--- src/rtl/ascon_init_loader.sv ---
// Ascon-128 initialization loader: collects K||N from a 32-bit stream, launches one
// permutation on {IV,K,N}, folds K into the permuted state and hands it downstream.
module ascon_init_loader #(
  parameter logic [63:0] IV = 64'h80400C0600000000
) (
  input  logic         clk,
  input  logic         reset,
  input  logic         in_valid,
  output logic         in_ready,
  input  logic [31:0]  in_data,
  output logic         perm_start,
  output logic [319:0] perm_state,
  input  logic         perm_done,
  input  logic [319:0] perm_out,
  output logic         st_valid,
  input  logic         st_ready,
  output logic [319:0] st_out,
  output logic [127:0] key_out
);

  typedef enum logic [2:0] {IDLE, LOAD, START, WAIT, XOR, HOLD} state_t;

  state_t         state_q, state_d;
  logic [2:0]     cnt_q, cnt_d;
  logic [255:0]   kn_q, kn_d;
  logic [127:0]   key_q, key_d;
  logic           in_ready_q, in_ready_d;
  logic           perm_start_q, perm_start_d;
  logic [319:0]   perm_state_q, perm_state_d;
  logic           st_valid_q, st_valid_d;
  logic [319:0]   st_out_q, st_out_d;
  logic           accept;

  // in_ready_q is high exactly while in LOAD, so it doubles as the state qualifier
  assign accept = in_valid & in_ready_q;

  // Next-state and datapath update; outputs are derived from the next state so they register cleanly
  always_comb begin
    state_d      = state_q;
    cnt_d        = cnt_q;
    kn_d         = kn_q;
    key_d        = key_q;
    perm_state_d = perm_state_q;
    st_out_d     = st_out_q;
    case (state_q)
      IDLE: state_d = LOAD;
      LOAD: begin
        if (accept) begin
          // Shift register: after eight words, word 0 (K[127:96]) sits at the top
          kn_d  = {kn_q[223:0], in_data};
          cnt_d = cnt_q + 3'd1;
          if (cnt_q == 3'd3) key_d = {kn_q[95:0], in_data};
          if (cnt_q == 3'd7) begin
            state_d      = START;
            cnt_d        = 3'd0;
            perm_state_d = {IV, kn_q[223:0], in_data};
          end
        end
      end
      START: state_d = WAIT;
      WAIT: begin
        if (perm_done) begin
          st_out_d = perm_out ^ {192'b0, key_q};
          state_d  = XOR;
        end
      end
      XOR:  state_d = HOLD;
      HOLD: if (st_ready) state_d = LOAD;
      default: state_d = IDLE;
    endcase
    in_ready_d   = (state_d == LOAD);
    perm_start_d = (state_d == START);
    st_valid_d   = (state_d == HOLD);
  end

  // State and output registers, all cleared by the asynchronous reset
  always_ff @(posedge clk or negedge reset) begin
    if (!reset) begin
      state_q      <= IDLE;
      cnt_q        <= 3'd0;
      kn_q         <= '0;
      key_q        <= '0;
      in_ready_q   <= 1'b0;
      perm_start_q <= 1'b0;
      perm_state_q <= '0;
      st_valid_q   <= 1'b0;
      st_out_q     <= '0;
    end else begin
      state_q      <= state_d;
      cnt_q        <= cnt_d;
      kn_q         <= kn_d;
      key_q        <= key_d;
      in_ready_q   <= in_ready_d;
      perm_start_q <= perm_start_d;
      perm_state_q <= perm_state_d;
      st_valid_q   <= st_valid_d;
      st_out_q     <= st_out_d;
    end
  end

  assign in_ready   = in_ready_q;
  assign perm_start = perm_start_q;
  assign perm_state = perm_state_q;
  assign st_valid   = st_valid_q;
  assign st_out     = st_out_q;
  assign key_out    = key_q;

endmodule

--- config.mk ---
export PLATFORM = sky130hd
export DESIGN_NAME = ascon_init_loader
export DESIGN_NICKNAME = d
export VERILOG_FILES = /design/src/rtl/ascon_init_loader.sv
export SDC_FILE = /design/constraint.sdc
export NUM_CORES = 1
export LEC_CHECK = 0
export BUFFER_PORTS_ARGS = -buffer_cell sky130_fd_sc_hd__buf_2
export CORE_AREA = 2 2 442 444
export DETAILED_ROUTE_END_ITERATION = 8
export DIE_AREA = 0 0 444 446
export PLACE_DENSITY_LB_ADDON = 0.08
export SYNTH_ARGS = -nofsm -noshare
export SYNTH_HDL_FRONTEND = slang
export SYNTH_SLANG_ARGS = --single-unit
--- constraint.sdc ---
create_clock -name clk -period 1.8 [get_ports clk]
set_input_delay 0.54 -clock clk [delete_from_list [all_inputs] [get_ports clk]]
set_output_delay 0.54 -clock clk [all_outputs]
set_load 0.1 [all_outputs]
After elaboration in Yosys (flattened, before gate mapping)

Index checks and enable logic that the tools add are counted.

Register bits: 938
Input bits: 357
Output and inout port bits: 771
Logic and storage cells: 33

$add $sub $neg: 1
Equal/unequal tests: 10
Muxes and demuxes: 6
Bitwise logic cells: 2
Reductions and logical operators: 5

Operators with widths:

| cell                | count |
|---|---|
| $xor 320x128->320   | 1 |
| $pmux 3 s6          | 1 |
| $mux 3              | 5 |
| $eq 3x2->1 const B  | 4 |
| $eq 3x3->1 const B  | 4 |
| $eq 3x1->1 const B  | 2 |
| $reduce_and 3->1    | 2 |
| $reduce_and 2->1    | 2 |
| $add 3x1->3 const B | 1 |
| $logic_not 3->1     | 1 |
| $and 1x1->1         | 1 |

Longest topological paths before layout

Word-level depth: 5
Gate-level depth with buffers: 7
Gate-level depth less buffers: 5

Worst setup path after synthesis

OpenSTA, ideal clock, no wires.

Path type: reg2reg
From: register in_ready_q, in the netlist in_ready
To: register perm_state_q[238], in the netlist perm_state[238]
Library setup time: 0.125 ns
Arrival time: 2.190 ns
Required time: 1.675 ns
Slack: -0.515 ns
Cell stages (with the launch flop): 6
Buffers on the path: 2
Clock period less this slack: 2.315 ns
Cells stage by stage: dfrtp_1 > nand4_1 > nor3_2 > buf_2 > buf_4 > mux2_2

Word-level cells in the longest chain between the ends: 2

RTL lines:

| element                           | line | source |
|---|---|---|
| from (decl)                       | 27   | `logic in_ready_q, in_ready_d;` |
| from (signal assigned)            | 93   | `in_ready_q <= in_ready_d;` |
| $and 1x1->1                       | 35   | `assign accept = in_valid & in_ready_q;` |
| $reduce_and 3->1 (no source line) | -    |  |
| to (signal assigned)              | 95   | `perm_state_q <= perm_state_d;` |
| to (decl)                         | 29   | `logic [319:0] perm_state_q, perm_state_d;` |

No other way between the ends.
A chain may end at the register's enable or synchronous reset.

Worst setup path after layout

From: register cnt_q[1]
To: register perm_state_q[148], in the netlist perm_state[148]

Word-level cells in the longest chain between the ends: 2

RTL lines:

| element                           | line | source |
|---|---|---|
| from (decl)                       | 24   | `logic [2:0] cnt_q, cnt_d;` |
| from (signal assigned)            | 90   | `cnt_q <= cnt_d;` |
| $eq 3x3->1                        | 53   | `if (cnt_q == 3'd7) begin` |
| $reduce_and 3->1 (no source line) | -    |  |

No other way between the ends.

==> impl_metrics.yaml <==
run_status:
  outcome: "finished with violations"
  violations: "setup timing"
synth:
  synth_commonest_cells: "dfrtp_1, mux2_2, nand2_1, o21ai_0, xnor2_1"
  synth_warnings: 0
  synth.most_common_cell: "dfrtp_1"
  synth_seq_cells: 938
  synth_flop_cell: "dfrtp_1"
  synth-async-reset-ratio_pct: 100
  synth_area_mm2: 0.0361
  yosysSeqAreaShare_pct: 65.1
  synth.avg_cell_area_um2: 15.5
  synth-adder-area-share_pct: 0.104
  synth-simple-area-share_pct: 1.57
  synth_top_area_share_pct: 65.1
  yosys.area.top_type: "dfrtp_1"
  synth_top_family_by_area: "multiplexers"
  synthMuxAreaShare_pct: 25.1
  synth_edf_count: 0
  synthDistinctLibCells: 25
  synth-compound-area-share_pct: 1.85
  syn_inst: 2331
  netlist_top_cells_area: "dfrtp_1, mux2_2, xnor2_1"
  synth_xor_area_share_pct: 3.11
worst_setup_path:
  cp_slowest_cell: "dfrtp_1"
  path_cells: "ha_4 > ha_4 > nand4_1 > nor3_4 > buf_12 > buf_16 > buf_12 > clkbuf_16 > mux2_4"
  ff2ff_setup_slack_ps: -370
  critPathMaxFanout: 6
  required_ps: 2440
  cp-end-kind: "flop"
  arrival_ps: 2810
  path_buf_inv: 4
  crit_family: "buffers and inverters"
  crit_type: "flop to flop"
  slowest_delay_ps: 390
  start_kind: "flop"
placed_design:
  hpwlAfterDp_um: 113000
  placed_cell_area_mm2: 0.0472
  gp_congestion: 0.760
  port_buffers: 1069
detailed_routing:
  wirelength_um: 160000
  ant_nets: 0
  drc_errors: 0
  routed_via_density: 3.78
  wl_per_cell_um: 23.4
  num_vias: 25800
  first_pass_iters: 4
  drt_iter0_drc: 814
global_routing:
  first_global_vias: 27700
  grt_max_degree: 82
  grtUsageTotal_pct: 15.4
  antenna_found_initial: 18
  grt_overflow: 0
  grt_pass1_wl_um: 218000
timing:
  fmax_ghz: 0.460
  drv_slew: 0
  period_share_pct: 121
  max_slew.worst_pin.slew_ps: 598
  slew_headroom_pct: 59.9
  rsz0062_at_grt: "yes"
  whs_ps: 101
  skew_ps: 22.1
  finalSetupViolations: 1123
  period_minus_slack_ps: 2170
  hold_viol: 0
  setup_ws_ps: -373
clock_network:
  clockBufferDepth: 3
  clock_latency_ps: 750
  tritoncts.num_buffers: 117
  cts.sinks: 938
  tritoncts: "done"
  htreeDepth: 3
  root_buffer: "clkbuf_16"
  clkTransAtPathRegs_ps: 60
finish:
  drive_gt1_share_pct: 62.5
  syn2layout_area_growth_pct: 88.7
  fin_area_mm2: 0.0681
  nNetsFinal: 4559
floorplanning:
  dieArea_mm2: 0.198
  fp.dieW_um: 444
  die_h_um: 446
  core-area_mm2: 0.194
  boundaryPins: 1128
  rows: 162
  start_util_pct: 18.6
flow_run:
  maxCapViolCount: 0
hold_path:
  hold_path.class: "input port to flop"
-- sequential cells by signal, summed over array words and instances, names as in the netlist --
register	count
perm_start	1
perm_state	257
st_out	320
st_valid	1
in_ready	1
kn_q	224
cnt_q	3
key_out	128
state_q	3
-- cells in the final DEF, fill, tap and decap left out, drive strengths merged, types with 3 or more instances in the layout --
cell / instances
nor2: 3
clkinv: 13
buf: 1545
dlygate4sd3: 306
conb: 58
clkbuf: 206
diode: 10
bufinv: 5
clkinvlp: 3
nand2: 131
dfrtp: 938
mux2: 802
ha: 3
xnor2: 128
o21ai: 129
inv: 6
-- routing by layer --
| layer | track usage [%] | wire length (um) |
|---|---|---|
| met2 | 25.6 | 78400 |
| met4 | 5.59 | 5270 |
| met3 | 3.95 | 8760 |
| met5 | 0 | 11 |
| met1 | 19.2 | 67400 |
-- worst min-delay path, delay by kind of cell --
family,cells,cell delay [ps]
xor+xnor,1,100
buf+inv,1,80
compound gates,1,70
-- cell type report --
type / count / area [um2]
antenna: 10 / 25.0
fill: 18700 / 126000
inverter: 2 / 7.51
clock buffer: 186 / 3610
clock inverter: 25 / 284
sequential: 938 / 23600
multi-input combinational: 1268 / 12600
tap: 2542 / 3180
timing repair buffer: 1872 / 24700
-- logic make-up (layout without fill, tap and decap cells) --
kind of cell,after synthesis,after routing
AND/OR/NAND/NOR,144,144
buffers and inverters,182,2085
flip-flops,938,938
AO/OA/AOI/OAI,132,132
multiplexers,803,803
other,1,68
XOR/XNOR,128,128
adder cells (fa/ha/maj),3,3
-- what timing repair did --
item,4_1_cts,5_1_grt
pin swaps,4,4
buffers inserted,136,157
resized for setup,2728,199
hold buffers,306,0
endpoints found under the setup margin,1332,1378
gates cloned,16,23
hold endpoints to repair,353,0
-- path summary, 6_finish.rpt --
| kind | start | endpoint | depth (start not counted) |
|---|---|---|---|
| worst max-delay path | cnt_q[1]$_DFFE_PN0P_ | perm_state[148]$_DFFE_PN0P_ | 9 |
| worst min-delay path | perm_out[41] | st_out[41]$_DFFE_PN0P_ | 3 |
| worst max register to register | cnt_q[1]$_DFFE_PN0P_ | perm_state[148]$_DFFE_PN0P_ | 9 |
| worst min register to register | kn_q[218]$_DFFE_PN0P_ | perm_state[250]$_DFFE_PN0P_ | 1 |
| max in group asynchronous | reset | st_out[298]$_DFFE_PN0P_ | 4 |
| min in group asynchronous | reset | st_out[42]$_DFFE_PN0P_ | 2 |
-- per-stage QoR --
step	setup TNS (ps)	setup WS, ps	util (%)	instances
after detailed placement	-178790	-378	24.4	5993
after CTS	-234870	-369	33.9	6661
after floorplan	-29130	-133	-	2388
after global routing	-240060	-454	35.2	6835
final	-145880	-373	35.2	6843
after global placement	-179280	-359	24.4	5993
Power is left out: the tool's default activity adds up to more than one toggle a clock period on the data nets, which glitch-free logic cannot reach.
